## config.mk

```make
export PLATFORM = sky130hd
export DESIGN_NAME = key_step_gen
export DESIGN_NICKNAME = d
export VERILOG_FILES = /design/src/rtl/key_step_gen.sv
export SDC_FILE = /design/constraint.sdc
export NUM_CORES = 1
export LEC_CHECK = 0
export CORE_MARGIN = 8
export CORE_UTILIZATION = 38
export CTS_BUF_LIST = sky130_fd_sc_hd__clkbuf_4 sky130_fd_sc_hd__clkbuf_8 sky130_fd_sc_hd__clkbuf_16
export DETAILED_ROUTE_END_ITERATION = 10
export SETUP_SLACK_MARGIN = 0.02
export SYNTH_ARGS = -nofsm -noshare
export SYNTH_HDL_FRONTEND = slang
export SYNTH_SLANG_ARGS = --single-unit
```

## constraint.sdc

```tcl
create_clock -name ck_i -period 2.28 [get_ports ck_i]
set_clock_uncertainty 0.15 [all_clocks]
set_input_delay 0.456 -clock ck_i [delete_from_list [all_inputs] [get_ports ck_i]]
set_output_delay 0.456 -clock ck_i [all_outputs]
set_load 0.01 [all_outputs]
```

## src/rtl/key_step_gen.sv

```systemverilog
// key_step_gen: synchronise and debounce an active-low key into single-cycle step pulses
// with optional auto-repeat, plus a direction flag sampled on each step.
module key_step_gen #(
  parameter int DEB_CYCLES = 500000,
  parameter int RPT_EN     = 1,
  parameter int RPT_DELAY  = 25000000,
  parameter int RPT_PERIOD = 5000000
) (
  input  logic ck_i,
  input  logic rs_i,
  input  logic key_n_i,
  input  logic dir_sw_i,
  output logic step_o,
  output logic up_o,
  output logic pressed_o
);
  localparam int M1 = DEB_CYCLES > RPT_DELAY ? DEB_CYCLES : RPT_DELAY;
  localparam int CW = $clog2(M1 > RPT_PERIOD ? M1 : RPT_PERIOD);
  localparam logic RE = RPT_EN != 0;
  typedef enum logic [2:0] {IDLE, DEB_PRESS, HOLD, REPEAT, DEB_REL} state_t;
  state_t        state_q;
  logic [CW-1:0] cnt_q;
  logic [1:0]    key_q, dir_q;
  logic          step_q, up_q, pressed_q;
  logic          key_s, dir_s, deb_end, dly_end, per_end;
  assign key_s     = ~key_q[1];
  assign dir_s     = dir_q[1];
  assign deb_end   = cnt_q == CW'(DEB_CYCLES - 1);
  assign dly_end   = cnt_q == CW'(RPT_DELAY - 1);
  assign per_end   = cnt_q == CW'(RPT_PERIOD - 1);
  assign step_o    = step_q;
  assign up_o      = up_q;
  assign pressed_o = pressed_q;
  // A repeat that fires on the same edge the key is seen released still emits its step.
  always_ff @(posedge ck_i or posedge rs_i) begin
    if (rs_i) begin
      state_q   <= IDLE;
      cnt_q     <= '0;
      key_q     <= 2'b11;
      dir_q     <= 2'b00;
      step_q    <= 1'b0;
      up_q      <= 1'b0;
      pressed_q <= 1'b0;
    end else begin
      key_q  <= {key_q[0], key_n_i};
      dir_q  <= {dir_q[0], dir_sw_i};
      step_q <= 1'b0;
      case (state_q)
        IDLE: if (key_s) begin
          state_q <= DEB_PRESS;
          cnt_q   <= '0;
        end
        DEB_PRESS: if (!key_s) begin
          state_q <= IDLE;
          cnt_q   <= '0;
        end else if (deb_end) begin
          state_q   <= HOLD;
          cnt_q     <= '0;
          step_q    <= 1'b1;
          up_q      <= dir_s;
          pressed_q <= 1'b1;
        end else cnt_q <= cnt_q + CW'(1);
        HOLD: if (RE && dly_end) begin
          state_q <= key_s ? REPEAT : DEB_REL;
          cnt_q   <= '0;
          step_q  <= 1'b1;
          up_q    <= dir_s;
        end else if (!key_s) begin
          state_q <= DEB_REL;
          cnt_q   <= '0;
        end else if (RE) cnt_q <= cnt_q + CW'(1);
        REPEAT: if (per_end) begin
          state_q <= key_s ? REPEAT : DEB_REL;
          cnt_q   <= '0;
          step_q  <= 1'b1;
          up_q    <= dir_s;
        end else if (!key_s) begin
          state_q <= DEB_REL;
          cnt_q   <= '0;
        end else cnt_q <= cnt_q + CW'(1);
        DEB_REL: if (key_s) cnt_q <= '0;
        else if (deb_end) begin
          state_q   <= IDLE;
          cnt_q     <= '0;
          pressed_q <= 1'b0;
        end else cnt_q <= cnt_q + CW'(1);
        default: begin
          state_q <= IDLE;
          cnt_q   <= '0;
        end
      endcase
    end
  end
endmodule

```

==> flow_summary.yaml, run 1 <==
yosys:
  largest_area_contributor_in_the_netlist: "sky130_fd_sc_hd__dfrtp_1"
  synth_enable_flop_cells: 0
  ys_top_cells_by_area: "sky130_fd_sc_hd__dfrtp_1 (42%), sky130_fd_sc_hd__nand2_1 (5.0%), sky130_fd_sc_hd__o31ai_1 (4.6%)"
  mappedNetlistArea_mm2: 0.001966
  ys_seq_area_share_pct: 44.68
  synth_warnings: 0
  postSynth.topFlopCell: "sky130_fd_sc_hd__dfrtp_1"
  synthArstFlopShare_pct: 100.0
  synth.ff_latch_count: 35
  synth_fp_nets: 213
  synth_top_area_share_pct: 42.01
  distinct_cell_type_count_after_synthesis: 50
  most_numerous_cell_types_in_the_synthesized_netlist: "sky130_fd_sc_hd__dfrtp_1 (33), sky130_fd_sc_hd__nand2_1 (26), sky130_fd_sc_hd__o21ai_0 (13)"
  synth.most_common_cell: "sky130_fd_sc_hd__dfrtp_1"
  synth_cells: 208
  syn-mean-instance-area_um2: 9.450
cells_and_area:
  area_of_the_multi_input_gates_mm2: 0.001095
  final-seq-area_um2: 878.3
  final_cells: 326
  finish.instance_area_mm2: 0.002604
  finish.net_count: 260
  antenna_cells_inserted: 0
  fraction_of_layout_cells_with_a_size_suffix_above_1_pct: 27.34
  layout-area-overhead-vs-synth_pct: 32.46
  filler_cell_count: 455
global_route:
  antenna_found_initial: 0
  grt_max_degree: 36
  overflow: 0
  grt_pass1_vias: 1755
  grt_use_total_pct: 13.97
  grt_pass1_wl_um: 8452
cts:
  clock_sinks: 35
  tritoncts.num_buffers: 5
  clock_insertion_delay_worst_skew_ns: 0.29
  tritoncts: "yes"
  htree_num_levels: 2
  clkSlewWorstSetupHoldPaths_ns: 0.07
  cts_max_path_buffers: 2
  holdBufCountCts: 0
  cts_root_buf: "sky130_fd_sc_hd__clkbuf_8"
drt:
  routed-via-count: 1806
  drt_pass1_iterations: 4
  dr.first_iter.drc_count: 108
  wl_um: 5034
  antenna_violating_nets_post_route: 0
  routed_via_density: 5.540
  post-route-drc-count: 0
  post_drt_wl_per_cell_um: 15.44
critical_path:
  timing.critical_path.slowest_stage_cell: "sky130_fd_sc_hd__or4_4"
  crit_path_end_kind: "flop"
  worst_setup_path_start_kind: "flop"
  worst_ep_arrival_time_ns: 2.29
  critical_path_buf_inv_count: 1
  cp_top_family: "simple AND/OR/NAND/NOR gates"
  timing.critical_path.cells: "ha_4 -> nand4b_1 -> or4_4 -> buf_4 -> nand2_1 -> nor3b_4 -> mux2_4"
  worst-path-max-fanout: 4
  critical-path-max-stage-delay_ns: 0.54
  setup.worst_path.class: "flop to flop"
  worst-endpoint-required_ns: 2.31
  r2r_slack_ns: 0.02
floorplan:
  ioPinCount: 7
  design.die.area_mm2: 0.007730
  starting_utilization_of_the_core_area_pct: 38.98
  die_h_um: 87.92
  die_x_um: 87.92
  core.rowCount: 26
  core_area_mm2: 0.005042
power_and_ir_drop:
  power_leakage_nw: 1.075
  ir_drop_v: 0.0002958
  power_density_mw_per_mm2: 515.3
place:
  port_buffers: 6
  dp_hpwl_um: 3505
  place_inst: 316
  placement.cell_area_mm2: 0.002380
  place.gp.congestion: 0.9101
outcome:
  outcome: "completed"
sta:
  measured_slew_at_the_worst_slew_check_pin_ns: 0.6025
  min_period_ns: 2.260
  finalHoldViolations: 0
  fmax_mhz: 442.4
  grt_setup_unrepaired: "yes"
  maxSlewHeadroom_pct: 59.41
  whs_ns: 0.2075
  timing.final.setup_violations: 0
  total_count_of_max_transition_violations_in_the_final_report: 0
  finalCritPeriodShare_pct: 99.14
min_path:
  hold_class: "flop to flop"
flow_run:
  number_of_maximum_capacitance_constraint_violations: 0
[logic make-up after synthesis]
family | share of synthesized area (%)
and+or+nand+nor | 26.22
AOI/OAI and AO/OA | 20.62
DFF | 44.68
buffers and inverters | 3.628
xor gates and xnor gates | 3.119
muxes | 1.082
adders and majority gates | 0.6364
[routing by layer]
layer	up-vias	GRT usage, %	wire length (µm)
met4	0	5.625	127
met5	-	0	0
met3	19	3.471	176
met2	43	21.61	2353
met1	860	18.08	2376
li1	884	-	-
[sequential cells by signal (all words and copies together), names as in the netlist]
name,flops
step_o,1
dir_q,2
up_o,1
state_q,3
pressed_o,1
cnt_q,25
key_q,2
[where the power goes]
part | internal (mW) | switching, mW
clock | 0.354 | 0.228
combinational | 0.0535 | 0.0642
sequential | 0.634 | 0.00861
total | 1.04 | 0.301
[cell usage in the layout (no fill, tap or decap), types with 3 or more instances in the layout]
cell                              count
sky130_fd_sc_hd__a31oi_1              3
sky130_fd_sc_hd__buf_4               40
sky130_fd_sc_hd__o31ai_1             12
sky130_fd_sc_hd__clkbuf_8             6
sky130_fd_sc_hd__nor4_1               4
sky130_fd_sc_hd__nor3_1               3
sky130_fd_sc_hd__nand3_1              7
sky130_fd_sc_hd__o211ai_1            11
sky130_fd_sc_hd__xor2_1               3
sky130_fd_sc_hd__dfrtp_1             33
sky130_fd_sc_hd__buf_6                4
sky130_fd_sc_hd__nand4_1              6
sky130_fd_sc_hd__a21o_1               3
sky130_fd_sc_hd__o21ai_1              7
sky130_fd_sc_hd__xnor2_1              4
sky130_fd_sc_hd__inv_1                4
sky130_fd_sc_hd__a21oi_1              6
sky130_fd_sc_hd__clkdlybuf4s50_1      6
sky130_fd_sc_hd__nand4b_1             4
sky130_fd_sc_hd__o21ai_0              7
sky130_fd_sc_hd__nor2_1              12
sky130_fd_sc_hd__and3_1               4
sky130_fd_sc_hd__nand2_1             26
[worst register-to-register path: stages, from the launching register on]
cell	delay, ns
sky130_fd_sc_hd__dfrtp_1	0.41
sky130_fd_sc_hd__ha_4	0.17
sky130_fd_sc_hd__nand4b_1	0.10
sky130_fd_sc_hd__or4_4	0.54
sky130_fd_sc_hd__buf_4	0.16
sky130_fd_sc_hd__nand2_1	0.08
sky130_fd_sc_hd__nor3b_4	0.22
sky130_fd_sc_hd__mux2_4	0.32
[layout make-up]
class,count,share of cell area (%)
multi-input cells,158,42.05
flip-flops and latches,35,33.73
repair buffers,51,15.76
well taps,70,3.364
clock buffers,6,3.172
clock inverters,2,1.346
inverters,4,0.5766
[per-stage QoR]
step / worst slack (ns) / TNS, ns / power (mW) / util, %
floorplan: 0.07047 / 0 / 0.7079 / -
global placement: 0.006817 / 0 / 0.7530 / 47.20
detailed placement: -0.03751 / -0.1410 / 0.7537 / 47.20
CTS: 0.02591 / 0 / 1.341 / 49.85
global route: -0.07429 / -0.7430 / 1.392 / 51.64
finish: 0.01951 / 0 / 1.342 / 51.64
[repair_timing]
| item | 4_1_cts | 5_1_grt |
|---|---|---|
| gates resized for setup | 5 | 19 |
| buffers inserted | 0 | 1 |
| pin swaps | 5 | 9 |
| gates cloned | 0 | 1 |
| endpoints found under the setup margin | 21 | 23 |
| endpoints found under the hold margin | 0 | 0 |
[final timing paths]
| kind | from | endpoint | cells past startpoint |
|---|---|---|---|
| worst max-delay path | cnt_q[0] | up_o | 7 |
| worst min-delay path | dir_q[0] | dir_q[1] | 0 |
| worst max register to register | cnt_q[0] | up_o | 7 |
| worst min register to register | dir_q[0] | dir_q[1] | 0 |
| max in group asynchronous | rs_i | key_q[1] | 3 |
| min in group asynchronous | rs_i | cnt_q[5] | 3 |
Power figures use the tool's default switching activity.
==> run 2, diff against run 1 <==
CORE_UTILIZATION = 30   (was 38)
DONT_BUFFER_PORTS = 1   (was not set)
REMOVE_ABC_BUFFERS = 1   (was not set)
==> run 2 against run 1 <==
Compared with the run above:
- clock power is 15% higher
- critical path depth rose by 2
- non-clock buffer count fell by 7
- hold slack got worse by 0.20 ns
- final area decreased by 1.5%
- routed wire length grew 0.26%
- sequential power is essentially flat
- register-to-register slack barely moved
- power rose by 5.2%
- die area grew 22%
==> flow_summary.yaml, run 2 (synthesis gave the netlist of run 1 again) <==
cells_and_area:
  finish.instance_area_mm2: 0.002564
  largest_reg_flops: 25
  layout-area-overhead-vs-synth_pct: 30.43
  max_flop_register: "cnt_q"
  largest_registers: "cnt_q (25), state_q (3)"
  antenna_cells_inserted: 0
  final-seq-area_um2: 878.3
  area_of_the_multi_input_gates_mm2: 0.001094
  filler_cell_count: 618
  layout.cells.most_common_list: "sky130_fd_sc_hd__buf_4 (40), sky130_fd_sc_hd__dfrtp_1 (33), sky130_fd_sc_hd__nand2_1 (26)"
  fraction_of_layout_cells_with_a_size_suffix_above_1_pct: 28.11
  final_common_cell: "sky130_fd_sc_hd__buf_4"
  finish.net_count: 253
floorplan:
  core_area_mm2: 0.006350
  die_h_um: 96.95
  ioPinCount: 7
  design.die.area_mm2: 0.009398
  core.rowCount: 29
  starting_utilization_of_the_core_area_pct: 30.96
  die_x_um: 96.95
global_route:
  overflow: 0
  grt_max_degree: 36
  grt_pass1_vias: 1658
  global_route.usage.met1_pct: 14.33
  use_met2_pct: 16.09
  antenna_found_initial: 0
  grt_use_total_pct: 10.48
  grt_pass1_wl_um: 8383
  grt.busiest_layer: "met2"
  globalRouteMet3Util_pct: 2.703
sta:
  measured_slew_at_the_worst_slew_check_pin_ns: 0.5358
  whs_ns: 0.008282
  maxSlewHeadroom_pct: 63.90
  finalCritPeriodShare_pct: 99.77
  grt_setup_unrepaired: "yes"
  finalHoldViolations: 0
  min_period_ns: 2.275
  fmax_mhz: 439.6
  timing.final.setup_violations: 0
  total_count_of_max_transition_violations_in_the_final_report: 0
  timing.final.ws_setup_ns: 0.005333
critical_path:
  worst-endpoint-required_ns: 2.30
  crit_path_end_kind: "flop"
  setup.worst_path.class: "flop to flop"
  timing.critical_path.slowest_stage_cell: "sky130_fd_sc_hd__or4_4"
  cp_top_family: "simple AND/OR/NAND/NOR gates"
  critical_path_buf_inv_count: 2
  r2r_slack_ns: 0.005
  timing.critical_path.cells: "ha_4 -> nand4b_1 -> or4_4 -> a22oi_2 -> o211ai_2 -> buf_6 -> buf_6 -> o211ai_1 -> o31ai_1"
  critical-path-max-stage-delay_ns: 0.56
  crit_top_cell: "sky130_fd_sc_hd__buf_6"
  r2r.worst_path.cells: 9
  worst-path-max-fanout: 6
  worst_setup_path_start_kind: "flop"
  timing.rr.start: "cnt_q[0]"
  worstReg2RegEnd: "cnt_q[8]"
  worst_ep_arrival_time_ns: 2.30
outcome:
  outcome: "completed"
drt:
  wl_um: 5047
  routed_via_density: 5.377
  post_drt_wl_per_cell_um: 15.48
  antenna_violating_nets_post_route: 0
  dr.first_iter.drc_count: 129
  drt_pass1_iterations: 4
  routed-via-count: 1753
  post-route-drc-count: 0
cts:
  htree_num_levels: 2
  cts_root_buf: "sky130_fd_sc_hd__clkbuf_8"
  clkSlewWorstSetupHoldPaths_ns: 0.08
  tritoncts.num_buffers: 5
  cts_max_path_buffers: 2
  tritoncts: "yes"
  clock_insertion_delay_worst_skew_ns: 0.28
  clock_sinks: 35
power_and_ir_drop:
  totalPowerFinal_mw: 1.411
  ir_drop_v: 0.0003885
  power_density_mw_per_mm2: 550.6
  power_leakage_nw: 1.046
min_path:
  hold_class: "primary input to async pin"
place:
  port_buffers: 0
  pre_cts_ws_ns: -0.07919
  dp_hpwl_um: 3626
  placement.cell_area_mm2: 0.002321
  place.gp.congestion: 0.8684
flow_run:
  number_of_maximum_capacitance_constraint_violations: 0
==> run 2: worst max-delay path by stage <==
| stage | start | end | depth (start not counted) |
|---|---|---|---|
| global placement | key_q[1] | cnt_q[10] | 6 |
| global route | cnt_q[0] | cnt_q[8] | 9 |
| finish | cnt_q[0] | cnt_q[8] | 9 |
| detailed placement | cnt_q[10] | cnt_q[10] | 7 |
| floorplan | cnt_q[10] | cnt_q[6] | 6 |
| CTS | cnt_q[0] | cnt_q[8] | 9 |
==> run 2: repair_timing <==
| action | CTS | global route |
|---|---|---|
| endpoints found under the setup margin | 15 | 26 |
| pin swaps | 2 | 2 |
| buffers inserted | 1 | 0 |
| hold buffers | 0 | 1 |
| gates resized for setup | 5 | 13 |
| endpoints found under the hold margin | 0 | 1 |
==> run 2: power breakdown <==
group	leakage (nW)	switching, mW	internal (mW)
clock network	0.0644	0.236	0.436
logic	0.511	0.0567	0.0388
registers	0.471	0.0104	0.633
total	1.05	0.303	1.11
==> run 2: per-stage QoR <==
step	util [%]	cells	setup TNS [ns]
2_1_floorplan	-	197	-0.2124
3_3_place_gp	36.55	316	-0.06850
3_5_place_dp	36.55	316	-0.09993
4_1_cts	39.19	325	0
5_1_grt	40.37	326	-0.4198
6_report	40.37	326	0
==> run 2: layout make-up <==
cell class                      instances  area share (%)
Multi-Input combinational cell        158           42.65
Sequential cell                        35           34.26
Timing Repair Buffer                   44           13.42
Tap cell                               77           3.758
Clock buffer                            5           2.684
Clock inverter                          3           2.635
Inverter                                4          0.5857
==> run 2: routing by layer <==
| metal | up-vias | part of all wire [%] |
|---|---|---|
| li1 | 872 | - |
| met5 | - | 0 |
| met3 | 5 | 3.8 |
| met2 | 23 | 47 |
| met4 | 0 | 0.61 |
| met1 | 853 | 49 |
==> run 3, diff against run 2 <==
GPL_TIMING_DRIVEN = 0   (was not set)
==> run 3 against run 2 <==
Compared with the run above:
- the run now ends with negative setup slack left
- clock power rose by 2%
- critical path depth is 2 lower
- core utilization shrank 0.59 points
- critical path type unchanged
- largest power group unchanged
- flip-flop and latch count unchanged
- hold slack improved by 0.0060 ns
- sequential power hardly changed
- global-route usage is 0.13 points higher
- via count grew 0.17%
- combinational power fell by 0.8%
- power up 1.1%
- cell count is 6.1% lower
==> flow_summary.yaml, run 3 (synthesis gave the netlist of run 1 again) <==
global_route:
  overflow: 0
  antenna_found_initial: 0
  grt_use_total_pct: 10.61
  grt_max_degree: 36
  grt_pass1_wl_um: 8280
  grt_pass1_vias: 1601
cts:
  htree_num_levels: 2
  clock_sinks: 35
  cts_max_path_buffers: 2
  cts_root_buf: "sky130_fd_sc_hd__clkbuf_8"
  tritoncts: "yes"
  tritoncts.num_buffers: 5
  clock_insertion_delay_worst_skew_ns: 0.30
  clkSlewWorstSetupHoldPaths_ns: 0.08
cells_and_area:
  layout.core_utilization_pct: 39.78
  final_common_cell: "sky130_fd_sc_hd__nand2_1"
  filler_cell_count: 609
  fraction_of_layout_cells_with_a_size_suffix_above_1_pct: 31.00
  final-seq-area_um2: 888.4
  max_flop_register: "cnt_q"
  finish.net_count: 233
  layout-area-overhead-vs-synth_pct: 28.52
  antenna_cells_inserted: 0
  final_cells: 306
  largest_reg_flops: 25
  layout.cells.most_common_list: "sky130_fd_sc_hd__nand2_1 (26), sky130_fd_sc_hd__dfrtp_1 (25), sky130_fd_sc_hd__buf_4 (15)"
  largest_registers: "cnt_q (25), state_q (3)"
  finish.instance_area_mm2: 0.002526
  area_of_the_multi_input_gates_mm2: 0.001200
critical_path:
  worst-path-max-fanout: 7
  worst_setup_path_start_kind: "flop"
  r2r_slack_ns: -0.10
  worst-endpoint-required_ns: 2.30
  worst_ep_arrival_time_ns: 2.40
  critical-path-max-stage-delay_ns: 0.46
  setup.worst_path.class: "flop to flop"
  timing.critical_path.slowest_stage_cell: "sky130_fd_sc_hd__or4_4"
  crit_path_end_kind: "flop"
  timing.critical_path.cells: "or3b_1 -> or4_4 -> a22oi_2 -> buf_6 -> o211ai_4 -> o211ai_1 -> o31ai_1"
floorplan:
  die_x_um: 96.95
  core.rowCount: 29
  design.die.area_mm2: 0.009398
  starting_utilization_of_the_core_area_pct: 30.96
  die_h_um: 96.95
  core_area_mm2: 0.006350
  ioPinCount: 7
place:
  placement.cell_area_mm2: 0.002006
  place_inst: 274
  dp_hpwl_um: 2891
  port_buffers: 0
  place.gp.congestion: 0.7897
drt:
  wl_um: 5217
  post-route-drc-count: 0
  routed-via-count: 1756
  drt_pass1_iterations: 4
  antenna_violating_nets_post_route: 0
  dr.first_iter.drc_count: 142
  routed_via_density: 5.739
  post_drt_wl_per_cell_um: 17.05
power_and_ir_drop:
  power_leakage_nw: 0.9649
  power_density_mw_per_mm2: 565.1
  ir_drop_v: 0.0003515
flow_run:
  number_of_maximum_capacitance_constraint_violations: 0
sta:
  grt_setup_unrepaired: "yes"
  fmax_mhz: 419.8
  maxSlewHeadroom_pct: 44.71
  total_count_of_max_transition_violations_in_the_final_report: 0
  finalHoldViolations: 0
  finalCritPeriodShare_pct: 104.5
  measured_slew_at_the_worst_slew_check_pin_ns: 0.8293
  timing.final.ws_setup_ns: -0.1023
  timing.final.setup_violations: 5
  whs_ns: 0.01424
  min_period_ns: 2.382
min_path:
  hold_class: "primary input to async pin"
outcome:
  failing_checks: "negative setup slack"
  outcome: "complete, but fails checks"
[run 3: cell count changes in the layout (fill, tap and decap cells not counted), sizes merged]
cell    delta
buf       -22
o21a       +1
o211ai     +1
[run 3: power breakdown]
part           internal [mW]  switching (mW)
clock                  0.436           0.250
combinational         0.0336          0.0610
sequential             0.633          0.0131
[run 3: critical path: cells and delay by family, from the launching register on]
family,cells,cell delay [ns]
and+or+nand+nor,2,0.84
buffers and inverters,1,0.16
AOI/OAI and AO/OA,4,0.67
DFF,1,0.41
[run 3: path summary, 6_finish.rpt]
path | from | end | cells past startpoint
worst min-delay path | rs_i | cnt_q[2] | 1
min in group ck_i | dir_sw_i | dir_q[0] | 0
worst max-delay path | cnt_q[10] | cnt_q[8] | 7
worst min register to register | dir_q[0] | dir_q[1] | 0
worst max register to register | cnt_q[10] | cnt_q[8] | 7
max in group asynchronous | rs_i | cnt_q[16] | 1
[run 3: metrics by stage]
step                total power, mW  setup TNS [ns]  setup slack, ns
global placement             0.7185          -5.604          -0.3891
finish                        1.428         -0.1415          -0.1023
CTS                           1.426        -0.03411        -0.007959
global route                  1.484          -1.231          -0.1671
detailed placement           0.7196          -5.708          -0.3859
floorplan                    0.7005         -0.2124          -0.1177
[run 3: final cells by class]
class	instances	share of cell area [%]
flip-flops and latches	35	35.17
repair buffers	22	7.528
inverters	4	0.5944
clock buffers	5	2.724
well taps	77	3.814
multi-input cells	160	47.50
clock inverters	3	2.675
[run 3: metal layers]
layer	wire length, µm	GRT usage, %
met5	0	0
met4	73	3.669
met3	278	3.272
met2	2406	16.35
met1	2459	13.59
[run 3: what timing repair did]
item / in CTS / in global routing
hold buffers: 1 / 0
buffers inserted: 11 / 10
pin swaps: 21 / 14
cloned: 2 / 0
setup endpoints to repair: 26 / 26
hold endpoints to repair: 1 / 0
gates resized for setup: 26 / 30
